<file path="src/rtl/crossbar_nxm.sv">
// N-master by M-slave request/ack crossbar. Each slave port owns an IDLE/BUSY
// arbiter (round-robin or fixed priority) and a 16-bit completed-transaction counter.
module crossbar_nxm #(
  parameter int unsigned N_MASTERS = 2,
  parameter int unsigned N_SLAVES  = 2,
  parameter int unsigned ADDR_W    = 32,
  parameter int unsigned DATA_W    = 32,
  parameter int unsigned ARB_MODE  = 0
) (
  input  logic                          clk,
  input  logic                          arst,
  input  logic [N_MASTERS-1:0]          m_req,
  input  logic [N_MASTERS-1:0]          m_cmd,
  input  logic [N_MASTERS*ADDR_W-1:0]   m_addr,
  input  logic [N_MASTERS*DATA_W-1:0]   m_wdata,
  output logic [N_MASTERS-1:0]          m_ack,
  output logic [N_MASTERS*DATA_W-1:0]   m_rdata,
  output logic [N_SLAVES-1:0]           s_req,
  output logic [N_SLAVES-1:0]           s_cmd,
  output logic [N_SLAVES*ADDR_W-1:0]    s_addr,
  output logic [N_SLAVES*DATA_W-1:0]    s_wdata,
  input  logic [N_SLAVES-1:0]           s_ack,
  input  logic [N_SLAVES*DATA_W-1:0]    s_rdata,
  output logic [N_SLAVES*16-1:0]        grant_cnt
);

  localparam int unsigned SEL_W = (N_SLAVES > 1) ? $clog2(N_SLAVES) : 0;
  localparam int unsigned SelW  = (SEL_W > 0) ? SEL_W : 1;
  localparam int unsigned MstW  = $clog2(N_MASTERS);

  typedef enum logic {StIdle, StBusy} state_e;

  state_e            state_q  [N_SLAVES];
  state_e            state_d  [N_SLAVES];
  logic [MstW-1:0]   winner_q [N_SLAVES];
  logic [MstW-1:0]   winner_d [N_SLAVES];
  logic [MstW-1:0]   rr_ptr_q [N_SLAVES];
  logic [MstW-1:0]   rr_ptr_d [N_SLAVES];
  logic [15:0]       cnt_q    [N_SLAVES];
  logic [15:0]       cnt_d    [N_SLAVES];

  logic [SelW-1:0]      tgt     [N_MASTERS];
  logic [N_MASTERS-1:0] req_vec [N_SLAVES];
  logic [MstW-1:0]      pick    [N_SLAVES];
  logic                 found   [N_SLAVES];

  // Target slave is taken from the top address bits; a single slave takes everything.
  if (N_SLAVES > 1) begin : g_decode
    always_comb begin
      for (int unsigned i = 0; i < N_MASTERS; i++) begin
        tgt[i] = m_addr[i*ADDR_W + ADDR_W - 1 -: SelW];
      end
    end
  end else begin : g_single
    always_comb begin
      for (int unsigned i = 0; i < N_MASTERS; i++) begin
        tgt[i] = '0;
      end
    end
  end

  always_comb begin
    int unsigned idx;
    idx = 0;
    for (int unsigned s = 0; s < N_SLAVES; s++) begin
      req_vec[s] = '0;
      found[s]   = 1'b0;
      pick[s]    = '0;
      for (int unsigned i = 0; i < N_MASTERS; i++) begin
        req_vec[s][i] = m_req[i] && (tgt[i] == SelW'(s));
      end
      for (int unsigned k = 0; k < N_MASTERS; k++) begin
        if (ARB_MODE == 1) idx = k;
        else               idx = (32'(rr_ptr_q[s]) + k) % N_MASTERS;
        if (!found[s] && req_vec[s][idx]) begin
          found[s] = 1'b1;
          pick[s]  = MstW'(idx);
        end
      end
    end
  end

  always_ff @(posedge clk) begin
    for (int unsigned s = 0; s < N_SLAVES; s++) begin
      if (arst) begin
        state_q[s]  <= StIdle;
        winner_q[s] <= '0;
        rr_ptr_q[s] <= '0;
        cnt_q[s]    <= '0;
      end else begin
        state_q[s]  <= state_d[s];
        winner_q[s] <= winner_d[s];
        rr_ptr_q[s] <= rr_ptr_d[s];
        cnt_q[s]    <= cnt_d[s];
      end
    end
  end

  always_comb begin
    for (int unsigned s = 0; s < N_SLAVES; s++) begin
      state_d[s]  = state_q[s];
      winner_d[s] = winner_q[s];
      rr_ptr_d[s] = rr_ptr_q[s];
      cnt_d[s]    = cnt_q[s];
      unique case (state_q[s])
        StIdle: begin
          if (found[s]) begin
            state_d[s]  = StBusy;
            winner_d[s] = pick[s];
          end
        end
        StBusy: begin
          if (s_ack[s]) begin
            state_d[s] = StIdle;
            cnt_d[s]   = cnt_q[s] + 16'd1;
            if (ARB_MODE == 0) begin
              rr_ptr_d[s] = (winner_q[s] == MstW'(N_MASTERS - 1)) ? '0 : winner_q[s] + 1'b1;
            end
          end else if (!m_req[winner_q[s]]) begin
            // Winner withdrew: release the slave without counting it.
            state_d[s] = StIdle;
          end
        end
        default: state_d[s] = StIdle;
      endcase
    end
  end

  always_comb begin
    int unsigned wi;
    wi        = 0;
    m_ack     = '0;
    m_rdata   = '0;
    s_req     = '0;
    s_cmd     = '0;
    s_addr    = '0;
    s_wdata   = '0;
    grant_cnt = '0;
    for (int unsigned s = 0; s < N_SLAVES; s++) begin
      grant_cnt[s*16 +: 16] = cnt_q[s];
      if (state_q[s] == StBusy) begin
        wi                          = 32'(winner_q[s]);
        s_req[s]                    = m_req[wi];
        s_cmd[s]                    = m_cmd[wi];
        s_addr[s*ADDR_W +: ADDR_W]  = m_addr[wi*ADDR_W +: ADDR_W];
        s_wdata[s*DATA_W +: DATA_W] = m_wdata[wi*DATA_W +: DATA_W];
        m_ack[wi]                   = m_ack[wi] | s_ack[s];
        m_rdata[wi*DATA_W +: DATA_W] = m_rdata[wi*DATA_W +: DATA_W] | s_rdata[s*DATA_W +: DATA_W];
      end
    end
  end

endmodule

</file>
<file path="config.mk">
export PLATFORM = sky130hd
export DESIGN_NAME = crossbar_nxm
export DESIGN_NICKNAME = d
export VERILOG_FILES = /design/src/rtl/crossbar_nxm.sv
export SDC_FILE = /design/constraint.sdc
export NUM_CORES = 1
export LEC_CHECK = 0
export ABC_CLOCK_PERIOD_IN_PS = 4600
export BUFFER_PORTS_ARGS = -buffer_cell sky130_fd_sc_hd__buf_4
export CAP_MARGIN = 0
export CELL_PAD_IN_SITES_DETAIL_PLACEMENT = 1
export CELL_PAD_IN_SITES_GLOBAL_PLACEMENT = 2
export CORE_AREA = 2 2 219 113
export CTS_CLUSTER_DIAMETER = 200
export CTS_CLUSTER_SIZE = 8
export DETAILED_ROUTE_END_ITERATION = 8
export DIE_AREA = 0 0 221 115
export HOLD_SLACK_MARGIN = 0.03
export PLACE_DENSITY_LB_ADDON = 0.25
export SLEW_MARGIN = 20
export SYNTH_ARGS = -nofsm -noshare
export SYNTH_HDL_FRONTEND = slang
export SYNTH_SLANG_ARGS = --single-unit
</file>
<file path="constraint.sdc">
create_clock -name clk -period 4.6 [get_ports clk]
set_input_delay 0.46 -clock clk [delete_from_list [all_inputs] [get_ports clk]]
set_output_delay 0.46 -clock clk [all_outputs]
set_load 0.01 [all_outputs]
</file>
; ---- After elaboration in Yosys (flattened, before gate mapping)
; Memory sizes are Yosys's and may differ from the RTL's.
; Index checks and enable logic that the tools add are counted.
; W data, S select, Z words.
[totals]
ff_bits = 0
latchBits = 0
mem_bits_rw = 38
romBits = 0
inputBits = 200
output_inout_bits = 230
word_cells = 140
memories = 4
[op_classes]
addsub = 8
mul = 0
div_mod_pow = 0
order_cmp = 10
eq_ne = 0
n_shift = 10
mux = 80
n_bitwise = 18
reduce_logical = 10
[mem_list]
columns = memory, words, word_bits, read_ports, rd_ports_with_merged_regs, write_ports, line
row1 = cnt_q, 2, 16, 2, 0, 2, 39  ; logic [15:0] cnt_q [N_SLAVES];
row2 = rr_ptr_q, 2, 1, 2, 0, 2, 37  ; logic [MstW-1:0] rr_ptr_q [N_SLAVES];
row3 = state_q, 2, 1, 2, 0, 2, 33  ; state_e state_q [N_SLAVES];
row4 = winner_q, 2, 1, 2, 0, 2, 35  ; logic [MstW-1:0] winner_q [N_SLAVES];
[ops]
columns = op, count
row1 = $shiftx A64 B7 Y32, 5
row2 = $mux W32, 4
row3 = $mux W64, 2
row4 = $shift A32 B34 Y64 const A, 2
row5 = $shiftx A32 B34 Y64, 2
row6 = $mux W16, 6
row7 = $neg A6 Y34, 2
row8 = $and A64 B64 Y64, 1
row9 = $bwmux W64, 1
row10 = $or A32 B32 Y32, 2
row11 = $shiftx A64 B7 Y32 const A, 1
row12 = $mux W1, 60
row13 = $add A16 B1 Y16 const B, 2
row14 = $lt A1 B2 Y1 const B, 8
row15 = $or A1 B1 Y1, 10
row16 = $logic_and A1 B1 Y1, 8
row17 = $add A1 B1 Y1 const B, 4
row18 = $mux W2, 2
row19 = $not A1 Y1, 4
row20 = $pmux W1 S2, 2
row21 = $and A2 B2 Y2, 1
row22 = $bwmux W2, 1
row23 = $demux W1 S1, 2
row24 = $ge A1 B1 Y1 const B, 2
row25 = $logic_not A1 Y1, 2

; ---- Logic depth before layout (Yosys ltp)
[depth]
depth_word = 11
mapped_depth = 5
ltp_nobuf = 5

; ---- Worst setup path after synthesis
; OpenSTA, ideal clock, no wires.
[synth_timing]
path_type = flip-flop to output port
startpoint = memory state_q[0] (netlist bit)
endpoint = output m_rdata[33]
arrival_time_ns = 1.294
required_time_ns = 4.140
path_slack_ns = 2.846
stages_incl_launch_ff = 6
n_path_buf = 3
cell_sequence = dfxtp_1 > buf_2 > and2_1 > clkbuf_1 > clkbuf_1 > a22o_1
[synth_rtl]
columns = item, line
row1 = "start, declared", 33
row2 = "end, declared", 17  ; output logic [N_MASTERS*DATA_W-1:0] m_rdata,

==> metrics <==
Clock power frac=0.281; RSZ-0062 raised after global routing=no; Relative slew margins=0.4561; vias=5,764; final hold violation count=0; Post-synth top cells=nor2b_1 (134), mux2i_1 (132), a22o_1 (65); ANT nets after route=0; post-synthesis sequential area ratio=0.1641; Hold Path Class=flop to flop; post-synthesis mux area share=0.2849; area leader, netlist=mux2i_1; I/O Buffers=429; CP bufs+invs=2; Synth Area in Compound Gates=0.1716; CP Launch Type=flop; DR vias/cell=4.510; Syn Inst Count=571; setup TNS=0 ps; first-pass GRT wire length=34,250 um; WHS=480.6 ps; Yosys top cell area share=0.2849; Synth Area in Simple Gates=0.2868; WS Path Type=flop to output pin; Switch Pwr=454.3 uW; area of the core=0.02357 mm^2; synth unique cells=31; Top Ports=430; die area=0.02542 mm^2; Logic pwr share=0.457; # resized after CTS=0; Avg Cell Area, Syn=8.121 um^2; sequential share of power=0.262; mapped cell area=0.004637 mm^2; XOR/XNOR Fraction of Synth Area=0.03400; DRC viols=0; vias in the first global route=5,496; Post-synth EDFFs=0; Final Util=0.3504; Skew-Pair Late Insertion Delay=290 ps; total track usage=0.1703; hold buffer count at cts=0; Iter 0 DRT Violations=189; Root Buffer=clkbuf_16; synth warn=0; Clock Skew=4.217 ps; CP max-delay cell=dfxtp_4; Area growth syn-to-layout=78.12%; adder-cell area share of the yosys netlist=0.005397; initial antenna violation count=0; clock slew at reported path FFs=60 ps; layout net count=1,164; WL/cell=18.35 um; Fmax achieved=0.3766 GHz; postcts setup bufs=0; #FFs+latches synth=38; row count=40; hpwl dp=18,810 um; most used cell, CP=buf_4; worst path required time=4140 ps; Cell Int Power=916.6 uW; main combinational cell family by area after synthesis=simple AND/OR/NAND/NOR gates; worst vdd ir=114.3 uV; Worst Setup End Kind=output pin; fin cells=1,278; GP Congestion=0.8151; PD cells=166.0 mW/mm^2; H-tree depth=2; Synth area leaders=mux2i_1 (28%), nor2b_1 (18%), dfxtp_1 (16%); register area=770.7 um^2; Fill cells=2,831; cell chain of the critical path=buf_4 -> mux2i_1 -> nor2b_1 -> buf_4; total grt overflow=0; layout cell share with drive strength beyond 1=0.4766; Leak=0.003778 uW; DIE WIDTH=221 um; Starting Density=0.1967; async set-or-reset flop fraction in the synthesized netlist=0; Synth Net Count=773; Inst Count DP=1,270; WP data arrival=2200 ps; die height=115 um; Critical Path Max Stage Delay=870 ps; number of max-cap violations=0; Clock Path Buffers=2; Multi-input gate area=0.003635 mm^2; Least-Margin Pin Slew=815.9 ps; Num CTS Buffers=5; maximum number of pins on one net before global-route repair=77; clk sink count=38; status=finished, final reports clean; CP max FO=46; post-layout min period=2655 ps; Diodes inserted=0; CTS tree=built; period utilization=0.5773; 1st-pass router iterations=4; max-slew violation count=0; switching fraction of total power=0.3314; most common cell in the netlist=nor2b_1; setup violators final=0; final WL=23,450 um; Top delay family on crit path=flip-flops; Primary FF master, synth=dfxtp_1
## power by group through the flow
stage	Combinational, uW	Clock [uW]	Sequential (uW)
2_1_floorplan	293	0	345
4_1_cts	633	401	360
5_1_grt	674	419	361
6_report	626	385	359
3_3_place_gp	631	0	367
3_5_place_dp	631	0	367
## metrics by stage
| stage | instance area [um^2] | total power, uW | worst slack, ps |
|---|---|---|---|
| CTS | 8259 | 1394 | 1909 |
| detailed placement | 8099 | 998.1 | 2243 |
| global placement | 8099 | 998.2 | 2234 |
| floorplan | 4637 | 638.2 | 2846 |
| global route | 8259 | 1455 | 1799 |
| finish | 8259 | 1371 | 1945 |
## worst min-delay path: cells and delay by family, from the launching register on
kind,cells,cell delay (ps)
AOI/OAI and AO/OA,2,110
DFF,1,320
## worst paths after layout
kind                  end    startpoint  slack (ps)  cells past startpoint
max           s_wdata[49]   winner_q[1]        1940                      4
min          cnt_q[0][15]  cnt_q[0][15]         480                      2
min reg2reg  cnt_q[0][15]  cnt_q[0][15]         480                      2
max reg2reg  cnt_q[1][15]    state_q[1]        2540                      5
## cell families (layout without fill, tap and decap cells)
family / after synthesis / count (layout)
and+or+nand+nor: 220 / 220
muxes: 132 / 132
AOI/OAI and AO/OA: 104 / 104
buffers and inverters: 57 / 449
DFF: 38 / 38
xor gates and xnor gates: 18 / 18
adders and majority gates: 2 / 2
## area by class of cell
| cell class | count | area share |
|---|---|---|
| clock buffers | 6 | 0.01818 |
| clock inverters | 2 | 0.001212 |
| inverters | 3 | 0.001363 |
| multi-input cells | 476 | 0.4401 |
| flip-flops and latches | 38 | 0.09332 |
| well taps | 315 | 0.04772 |
| repair buffers | 438 | 0.3981 |
## per-layer routing
layer / vias to the layer above / share of wire / track usage
met5: - / 0 / 0
met4: 0 / 0.0054 / 0.01387
met3: 9 / 0.051 / 0.04089
met2: 154 / 0.46 / 0.2658
met1: 2761 / 0.48 / 0.2461
li1: 2840 / - / -
## sequential cells by signal (all words and copies together) (netlist names)
signal,cells
cnt_q,32
state_q,2
rr_ptr_q,2
winner_q,2
## placed cells by master, fill, tap and decap left out, types with 3 or more instances in the layout
cell type / Yosys / final
buf_4: 2 / 438
mux2i_1: 132 / 132
nor2b_1: 134 / 132
a22o_1: 65 / 65
dfxtp_1: 38 / 34
nor2_1: 23 / 23
a21oi_1: 19 / 19
xor2_1: 18 / 18
nand2_1: 14 / 14
nand3_1: 14 / 14
o31ai_1: 8 / 8
or4_1: 8 / 8
o21ai_0: 8 / 8
nand4_1: 6 / 6
clkbuf_16: 0 / 6
and4_1: 4 / 4
or3_1: 4 / 4
inv_1: 3 / 3
Note: power is estimated with default switching activity, not from simulation.
